### src/rtl/bus_read_ctrl_pkg.sv
// Shared definitions for the bus read controller: default sizes,
// address width and the 2-bit FSM state encoding.
package bus_read_ctrl_pkg;

  localparam int DW_DEFAULT   = 8;
  localparam int NREG_DEFAULT = 4;
  localparam int AW           = 2;

  // Read sequence: IDLE -> DRIVE (bus settles) -> CAPTURE (sample bus) -> DONE (result valid)
  typedef enum logic [1:0] {
    IDLE    = 2'd0,
    DRIVE   = 2'd1,
    CAPTURE = 2'd2,
    DONE    = 2'd3
  } state_e;

  // True in the states where exactly one tristate buffer owns the bus
  function automatic logic drives_bus(state_e s);
    return (s == DRIVE) || (s == CAPTURE);
  endfunction

endpackage

### src/rtl/bus_read_ctrl_dec2to4.sv
// 2-to-4 one-hot decoder with enable; all outputs low when disabled so
// the shared bus floats.
module dec2to4
  import bus_read_ctrl_pkg::*;
(
  input  logic          en_i,
  input  logic [AW-1:0] sel_i,
  output logic [3:0]    onehot_o
);

  // At most one output bit is ever set; none when en_i is low
  always_comb begin
    onehot_o = '0;
    if (en_i) begin
      onehot_o[sel_i] = 1'b1;
    end
  end

endmodule

### src/rtl/bus_read_ctrl.sv
// Register file with a tristate-bus read sequencer. Registers are exported
// to external tristate buffers; a read enables one buffer for a settling
// cycle and a capture cycle, then presents the sampled bus for one cycle.
//
// Handshake: rd_req is a request strobe with no back-pressure. It is
// accepted only at an edge where the FSM is IDLE (rd_busy low); a request
// seen while rd_busy is high, including the DONE cycle, is dropped, not
// queued. rd_valid is a one-cycle pulse qualifying rd_data, which then
// holds until the next capture.
module bus_read_ctrl
  import bus_read_ctrl_pkg::*;
#(
  parameter int DW   = DW_DEFAULT,
  parameter int NREG = NREG_DEFAULT
) (
  input  logic               clk,
  input  logic               rst,
  input  logic               wr_en,
  input  logic [AW-1:0]      wr_addr,
  input  logic [DW-1:0]      wr_data,
  input  logic               rd_req,
  input  logic [AW-1:0]      rd_addr,
  output logic [NREG*DW-1:0] reg_data,
  output logic [NREG-1:0]    read_en,
  input  logic [DW-1:0]      bus_in,
  output logic [DW-1:0]      rd_data,
  output logic               rd_valid,
  output logic               rd_busy,
  output logic [1:0]         dbg_state
);

  state_e        state_q, state_d;
  logic [AW-1:0] addr_q, addr_d;
  logic [DW-1:0] rd_data_q, rd_data_d;
  logic [DW-1:0] regs_q [NREG];
  logic          dec_en;
  logic [3:0]    dec_onehot;

  // Register file: writes land in every FSM state, reset clears everything
  always_ff @(posedge clk or posedge rst) begin
    if (rst) begin
      for (int i = 0; i < NREG; i++) begin
        regs_q[i] <= '0;
      end
    end else if (wr_en) begin
      regs_q[wr_addr] <= wr_data;
    end
  end

  // Flatten the register file; no gating, contents are always visible
  always_comb begin
    reg_data = '0;
    for (int i = 0; i < NREG; i++) begin
      reg_data[i*DW +: DW] = regs_q[i];
    end
  end

  // FSM state register plus latched read address and capture register
  always_ff @(posedge clk or posedge rst) begin
    if (rst) begin
      state_q   <= IDLE;
      addr_q    <= '0;
      rd_data_q <= '0;
    end else begin
      state_q   <= state_d;
      addr_q    <= addr_d;
      rd_data_q <= rd_data_d;
    end
  end

  // Next-state logic: only IDLE waits on a request, the rest simply advance
  always_comb begin
    state_d = state_q;
    unique case (state_q)
      IDLE:    if (rd_req) state_d = DRIVE;
      DRIVE:   state_d = CAPTURE;
      CAPTURE: state_d = DONE;
      DONE:    state_d = IDLE;
      default: state_d = IDLE;
    endcase
  end

  // Datapath next values: latch the address on acceptance; sample the bus
  // on the edge leaving CAPTURE (DRIVE is left for the bus to settle)
  always_comb begin
    addr_d    = addr_q;
    rd_data_d = rd_data_q;
    if ((state_q == IDLE) && rd_req) begin
      addr_d = rd_addr;
    end
    if (state_q == CAPTURE) begin
      rd_data_d = bus_in;
    end
  end

  // Output logic: all decoded from registered state, so reset clears it at once
  always_comb begin
    dec_en    = drives_bus(state_q);
    rd_valid  = (state_q == DONE);
    rd_busy   = (state_q != IDLE);
    dbg_state = state_q;
  end

  dec2to4 u_dec (
    .en_i     (dec_en),
    .sel_i    (addr_q),
    .onehot_o (dec_onehot)
  );

  assign read_en = dec_onehot[NREG-1:0];
  assign rd_data = rd_data_q;

endmodule

### config.mk
export PLATFORM = sky130hd
export DESIGN_NAME = bus_read_ctrl
export DESIGN_NICKNAME = d
export VERILOG_FILES = /design/src/rtl/bus_read_ctrl_pkg.sv /design/src/rtl/bus_read_ctrl_dec2to4.sv /design/src/rtl/bus_read_ctrl.sv
export SDC_FILE = /design/constraint.sdc
export NUM_CORES = 1
export LEC_CHECK = 0
export BUFFER_PORTS_ARGS = -buffer_cell sky130_fd_sc_hd__buf_2
export CORE_MARGIN = 2
export CORE_UTILIZATION = 40
export CTS_CLUSTER_SIZE = 24
export DETAILED_ROUTE_END_ITERATION = 8
export PLACE_DENSITY = 0.71
export SLEW_MARGIN = 20
export SYNTH_ARGS = -nofsm -noshare
export SYNTH_HDL_FRONTEND = slang
export SYNTH_SLANG_ARGS = --single-unit
### constraint.sdc
create_clock -name clk -period 1.4 [get_ports clk]
set_clock_uncertainty 0.1 [all_clocks]
set_input_delay 0.21 -clock clk [delete_from_list [all_inputs] [get_ports clk]]
set_output_delay 0.21 -clock clk [all_outputs]
set_load 0.01 [all_outputs]
# Word-level counts from Yosys, hierarchy flattened
# Cells that the tools add are included.
[totals]
ff_bits = 44
inputBits = 24
output_inout_bits = 48
wordCells = 30
[op_classes]
n_lt_le_gt_ge = 4
eq_ne = 4
muxes = 8
n_bitwise = 1
reduce_logical = 6
[op_table]
columns = ["operator", "n"]
rows = [
  ["32-bit bitwise mux", 1],
  ["8-bit demux with 2-bit select", 1],
  ["8-bit 2-to-1 mux", 1],
  ["2-bit one-hot mux with 4 select lines", 1],
  ["2-bit equality test (second input constant)", 2],
  ["4-bit 2-to-1 mux", 1],
  ["3-bit >= comparator (second input constant)", 1],
  ["1-bit logical AND", 3],
  ["2-bit by 3-bit less-than comparator with 1-bit output (second input constant)", 1],
  ["3-bit by 1-bit less-than comparator with 1-bit output (second input constant)", 1],
  ["2-bit inverter with 3-bit output", 1],
  ["1-bit demux with 2-bit select", 1],
  ["2-bit by 1-bit equality test with 1-bit output (second input constant)", 1],
  ["2-bit by 1-bit >= comparator with 1-bit output (second input constant)", 1],
  ["2-bit logical NOT", 1],
  ["2-bit 2-to-1 mux", 1],
  ["2-bit != test (second input constant)", 1],
  ["2-bit nonzero test", 1],
  ["1-bit logical OR", 1],
  ["1-bit 2-to-1 mux", 1],
]

# Depth between registers and ports, before layout
# Gate-level depths: netlist of run 1.
[depth]
ltp_word = 6
ltp_mapped = 5
depth_no_buf = 4

# Hierarchy
# From an unflattened synthesis of run 1, not the netlist that was laid out.
[hier_totals]
hier_cells = 108
area_unflattened_um2 = 1766.7
[modules_own_cells]
columns = ["module", "instances", "cells_each", "area_each_um2", "seq_area_each_um2"]
rows = [
  ["bus_read_ctrl", 1, 104, 1729.2, 1101.1],
  ["dec2to4", 1, 4, 37.5, 0.0],
]

# Least setup slack after synthesis of run 1
# OpenSTA, ideal clock, no wires.
[synth_timing]
path_type = "reg-to-reg"
start = "register state_q[0], in the netlist dbg_state[0]"
end = "register rd_data_q[0], in the netlist rd_data[0]"
setup_time_ps = 125
arrival_time_ps = 1295
required_time_ps = 1175
slack_ps = -119
stages_incl_launch_ff = 5
path_buffers = 1
synth_period_minus_slack_ps = 1519
path_cell_list = "dfrtp_1 > inv_1 > ha_1 > clkbuf_1 > mux2_2"
[synth_via]
elab_chain_cells = 1
[synth_rtl]
columns = ["element", "line_no", "rtl"]
rows = [
  ["start: declaration", "bus_read_ctrl.sv:32", "state_e state_q, state_d;"],
  ["start signal: assignment", "bus_read_ctrl.sv:65", "state_q <= state_d;"],
  ["2-bit equality test", "bus_read_ctrl.sv:91", "if (state_q == CAPTURE) begin"],
  ["end signal: assignment", "bus_read_ctrl.sv:67", "rd_data_q <= rd_data_d;"],
  ["end: declaration", "bus_read_ctrl.sv:34", "logic [DW-1:0] rd_data_q, rd_data_d;"],
]
# No other way between the ends.
# A chain may end at the register's enable or synchronous reset.

# Final worst setup path of run 1
[layout_timing]
start = "register state_q[0], in the netlist dbg_state[0]"
end = "output rd_valid"
[layout_via]
elab_chain_cells = 1
[layout_rtl]
columns = ["element", "line_no", "rtl"]
rows = [
  ["2-bit equality test", "bus_read_ctrl.sv:99", "rd_valid = (state_q == DONE);"],
  ["end: declaration", "bus_read_ctrl.sv:27", "output logic rd_valid,"],
]
# No other way between the ends.

==> flow_summary.json, run 1 <==
{
  "holdCritStartpoint": "rd_addr[1]",
  "core-area_um2": 4260,
  "hold_path.class": "in -> reg",
  "diodes": 0,
  "drtAntennaViolNets": 0,
  "setup_viol": 10,
  "worst_slew_pin_slew_ns": 0.759,
  "mostFrequentLayoutCells": "buf_2, dfrtp_1, mux2_2, buf_6, buf_4",
  "rows": 24,
  "synth_cells": 109,
  "end_kind": "primary output",
  "fmax_ghz": 0.615,
  "crit_path_cell_trace": "buf_4 > buf_6 > buf_6 > ha_4 > buf_6",
  "cts_max_level": 2,
  "cp.arrival_ns": 1.32,
  "antenna_found_initial": 0,
  "holdPathStages": 2,
  "r2r_end": "rd_data[4]",
  "yosys.area.top_type": "dfrtp_1",
  "rsz0062_at_grt": "true",
  "crit_slowest_cell": "dfrtp_1",
  "syn2layout_area_growth_pct": 39.4,
  "layout_min_cycle_time_ns": 1.63,
  "synth_area_um2": 1750,
  "violations": "negative setup slack",
  "drc_errors": 0,
  "root_buffer": "clkbuf_8",
  "clock_latency_ns": 0.29,
  "dieHeight_um": 70.1,
  "via_per_inst": 4.88,
  "cpMostUsedCell": "buf_6",
  "finalSetupTns_ns": -1.12,
  "critPathKind": "reg -> out",
  "synth_cell_types": 15,
  "r2r_cells": 5,
  "finalCritPeriodShare": 1.16,
  "drive_above_1_share": 0.719,
  "status": "finished, violations left",
  "slew_headroom": 0.491,
  "fin_nets": 226,
  "clock_sinks": 44,
  "ir_drop_mv": 0.735,
  "wl_um": 3850,
  "clock_path_buffers": 2,
  "ys_seq_elements": 44,
  "placed_cells": 236,
  "crit_required_ns": 1.09,
  "vias": 1225,
  "io_pins": 72,
  "wl_per_cell_um": 15.3,
  "worst_slack_ns": -0.226,
  "dpl.hpwl_um": 2800,
  "grt_overflow_total": 0,
  "synth_top_area_frac": 0.631,
  "mappedNetlistNets": 136,
  "die_w_um": 70.1,
  "hold-worst-slack_ns": 0.0552,
  "path_clk_slew_ns": 0.07,
  "cpPeakStageDelay_ns": 0.40,
  "final-hold-violation-count": 0,
  "grt_pass1_wl_um": 6030,
  "r2r_slack_ns": -0.02,
  "place.gp.congestion": 0.822,
  "grt.total_usage": 0.160,
  "ys_warn_count": 0,
  "first_pass_iters": 6,
  "cts_tree": "done",
  "synth_area_per_cell_um2": 16.0,
  "layout.cells.non_filler": 251,
  "grt_pass1_vias": 1273,
  "cp_max_fo": 3,
  "min_to": "addr_q[1]",
  "mostFrequentLayoutCell": "buf_2",
  "ys_seq_area_frac": 0.631,
  "numCtsBuffers": 5,
  "grt_max_degree": 25,
  "power_density_nw_per_um2": 1840,
  "timing.rr.start": "dbg_state[0]",
  "synth.area.top_cells": "dfrtp_1, mux2_2, ha_1",
  "drv_slew": 0,
  "die-area_um2": 4910,
  "cap_violations": 0,
  "start_util": 0.409,
  "cp-start-kind": "register",
  "leakagePower_nw": 1.19,
  "first_iter_violations": 14,
  "io_buffer_count": 71
}
cells in the mapped netlist:
master    count
a21oi_1       1
and3_1        1
and3b_1       1
clkbuf_1      1
dfrtp_1      44
ha_1          3
inv_1         4
mux2_2       43
nand2_1       2
nand2b_1      1
nand3_2       1
nand3b_2      2
nor2_1        3
nor3b_1       1
nor3b_4       1
cells by family after synthesis:
kind of cell               share of synthesized area
DFF                                            0.631
muxes                                          0.277
and+or+nand+nor                               0.0566
buffers and inverters                         0.0107
adders and majority gates                     0.0215
AOI/OAI and AO/OA                            0.00286
routing by layer:
metal,up-vias,track usage,part of all wire
met1,599,0.203,0.42
li1,564,-,-
met2,56,0.259,0.51
met4,0,0.0577,0.012
met3,6,0.0491,0.067
met5,-,0,0
per-stage QoR:
step | setup slack (ns) | utilization | cell area (um2) | power [W]
after floorplan | 0.00698 | - | 1750 | 0.00271
after global placement | 0.0440 | 0.520 | 2220 | 0.00326
after detailed placement | -0.00623 | 0.520 | 2220 | 0.00335
after CTS | -0.213 | 0.552 | 2350 | 0.00424
after global routing | -0.290 | 0.570 | 2430 | 0.00477
final | -0.226 | 0.570 | 2430 | 0.00446
critical path, delay by kind of cell, from the launching register on:
kind                     cells  cell delay (ns)
adder cells (fa/ha/maj)      1             0.15
buffers and inverters        4             0.47
flip-flops                   1             0.40
worst max path at each step:
stage | slack [ns] | start | depth (start not counted) | endpoint
floorplan | 0.007 | dbg_state[0] | 4 | rd_data[0]
global placement | 0.04 | dbg_state[1] | 4 | read_en[3]
detailed placement | -0.006 | dbg_state[1] | 4 | read_en[0]
CTS | -0.21 | dbg_state[0] | 4 | read_en[0]
global route | -0.29 | dbg_state[0] | 4 | read_en[0]
finish | -0.23 | dbg_state[0] | 5 | rd_valid
sequential cells by signal, indices dropped and copies added, names as in the netlist:
| name | count |
|---|---|
| reg_data | 32 |
| rd_data | 8 |
| addr_q | 2 |
| dbg_state | 2 |
cell type report:
type | instances | area, um2
fill | 359 | 1830
sequential | 44 | 1100
multi-input combinational | 60 | 672
timing repair buffer | 84 | 502
clock buffer | 6 | 72.6
tap | 52 | 65.1
inverter | 4 | 15.0
clock inverter | 1 | 5.00
what timing repair did:
action                                 4_1_cts  5_1_grt
cloned                                       0        1
endpoints found under the hold margin       20        0
pin swaps                                    2        1
setup endpoints to repair                    7       15
gates resized for setup                      5       13
hold buffers                                 1        0
buffers inserted                             4        3
power breakdown:
| group | switching (W) | leakage [nW] | internal, W | total, W |
|---|---|---|---|---|
| logic | 0.000848 | 0.632 | 0.00109 | 0.00193 |
| clock network | 0.000367 | 0.0410 | 0.000339 | 0.000706 |
| registers | 0.000195 | 0.519 | 0.00163 | 0.00182 |
Power figures use the tool's default switching activity.
==> inputs of run 2 (changes only) <==
--- a/config.mk
+++ b/config.mk
@@ -5,12 +5,12 @@
 export SDC_FILE = /design/constraint.sdc
 export NUM_CORES = 1
 export LEC_CHECK = 0
-export BUFFER_PORTS_ARGS = -buffer_cell sky130_fd_sc_hd__buf_2
 export CORE_MARGIN = 2
 export CORE_UTILIZATION = 40
 export CTS_CLUSTER_SIZE = 24
 export DETAILED_ROUTE_END_ITERATION = 8
-export PLACE_DENSITY = 0.71
+export DONT_BUFFER_PORTS = 1
+export PLACE_DENSITY = 0.55
 export SLEW_MARGIN = 20
 export SYNTH_ARGS = -nofsm -noshare
 export SYNTH_HDL_FRONTEND = slang
==> flow_summary.json, run 2 (synthesis gave the netlist of run 1 again) <==
{
  "hold-worst-slack_ns": 0.0762,
  "crit_required_ns": 1.09,
  "finalSetupTns_ns": -1.18,
  "finalCritPeriodShare": 1.10,
  "holdPathStages": 2,
  "fmax_ghz": 0.647,
  "holdCritStartpoint": "rd_req",
  "busiest_layer": "met2",
  "status": "finished, violations left",
  "clock_sinks": 44,
  "final-hold-violation-count": 0,
  "diodes": 0,
  "met2_usage": 0.251,
  "grt_overflow_total": 0,
  "hold_path.class": "in -> reg",
  "die_w_um": 70.1,
  "power_density_nw_per_um2": 1840,
  "die-area_um2": 4910,
  "first_pass_iters": 3,
  "cts_tree": "done",
  "r2r_cells": 3,
  "numCtsBuffers": 5,
  "dieHeight_um": 70.1,
  "first_iter_violations": 23,
  "drive_above_1_share": 0.483,
  "cts_max_level": 2,
  "place.gp.congestion": 0.779,
  "critPathKind": "reg -> out",
  "cap_violations": 0,
  "fin_nets": 169,
  "mostFrequentLayoutCells": "dfrtp_1, mux2_2, dlygate4sd3_1, clkbuf_8, buf_4",
  "wl_um": 3300,
  "wl_per_cell_um": 16.9,
  "antenna_found_initial": 0,
  "end_kind": "primary output",
  "rsz0062_at_grt": "true",
  "min_to": "dbg_state[1]",
  "multi_input_area_um2": 666,
  "io_pins": 72,
  "design_area_um2": 2230,
  "violations": "negative setup slack",
  "start_util": 0.409,
  "grt_max_degree": 26,
  "startpoint": "dbg_state[1]",
  "grt_pass1_vias": 1096,
  "nFillCells": 370,
  "grt.total_usage": 0.148,
  "grtUsageMet3": 0.0592,
  "drtAntennaViolNets": 0,
  "root_buffer": "clkbuf_8",
  "r2r_end": "rd_data[0]",
  "seqCellArea_um2": 1100,
  "r2r_slack_ns": -0.08,
  "layout_min_cycle_time_ns": 1.55,
  "dpl.hpwl_um": 2390,
  "via_per_inst": 5.08,
  "slew_headroom": 0.699,
  "place_area_um2": 1860,
  "cp.arrival_ns": 1.24,
  "vias": 990,
  "path_clk_slew_ns": 0.07,
  "grt_pass1_wl_um": 5590,
  "ir_drop_mv": 1.11,
  "rows": 24,
  "timing.rr.start": "dbg_state[1]",
  "clock_path_buffers": 2,
  "setup_viol": 13,
  "largest_reg_flops": 32,
  "cp_max_fo": 5,
  "use_met1": 0.166,
  "drc_errors": 0,
  "io_buffer_count": 0,
  "cp-start-kind": "register",
  "clock_latency_ns": 0.29,
  "mostFrequentLayoutCell": "dfrtp_1",
  "syn2layout_area_growth_pct": 27.6,
  "leakagePower_nw": 0.965,
  "drv_slew": 0,
  "worst_slew_pin_slew_ns": 0.451,
  "worst_slack_ns": -0.146,
  "core-area_um2": 4260
}
==> run 2: changes by cell type in the layout (fill, tap and decap cells not counted), moves of 3 or more <==
cell | previous run | this run
buf_2 | 68 | 0
buf_6 | 7 | 2
buf_4 | 7 | 4
dlygate4sd3_1 | 1 | 20
==> run 2: timing repair <==
action | in CTS | in global routing
hold endpoints to repair | 62 | 0
hold buffers | 20 | 0
gates resized for setup | 8 | 2
setup buffers | 1 | 1
endpoints found under the setup margin | 13 | 14
pin swaps | 1 | 1
==> run 2: stage by stage <==
stage	instances	setup WS [ns]	total power (W)	utilization
finish	195	-0.146	0.00411	0.522
floorplan	109	0.00698	0.00271	-
detailed placement	165	-0.0722	0.00297	0.437
global placement	165	0.000893	0.00292	0.437
CTS	194	-0.150	0.00412	0.519
global route	195	-0.203	0.00436	0.522
==> run 2: layer usage <==
| layer | vias to the layer above | routed length, um |
|---|---|---|
| met5 | - | 0 |
| met4 | 0 | 74 |
| met3 | 9 | 234 |
| met2 | 37 | 1720 |
| met1 | 496 | 1280 |
| li1 | 448 | - |
==> run 2: final cells by class <==
type | count | share of cell area
clock inverter | 2 | 0.0157
multi-input combinational | 60 | 0.299
inverter | 4 | 0.00674
timing repair buffer | 27 | 0.122
tap | 52 | 0.0292
sequential | 44 | 0.494
clock buffer | 6 | 0.0326
==> run 2: worst max-delay path by stage <==
stage,to,depth (start not counted)
floorplan,rd_data[0],4
detailed placement,rd_data[4],3
global route,read_en[0],3
finish,read_en[0],3
global placement,rd_data[1],3
CTS,read_en[0],3
==> run 2: worst max-delay path, cell delays in order (launching register included) <==
cell and delay, ns:
dfrtp_1 0.38, inv_2 0.05, ha_4 0.28, nor3b_4 0.23
==> run 2: power by group <==
group | internal [W] | switching [W] | total, W
combinational | 0.000674 | 0.000470 | 0.00114
sequential | 0.00163 | 0.000410 | 0.00204
clock | 0.000529 | 0.000394 | 0.000924
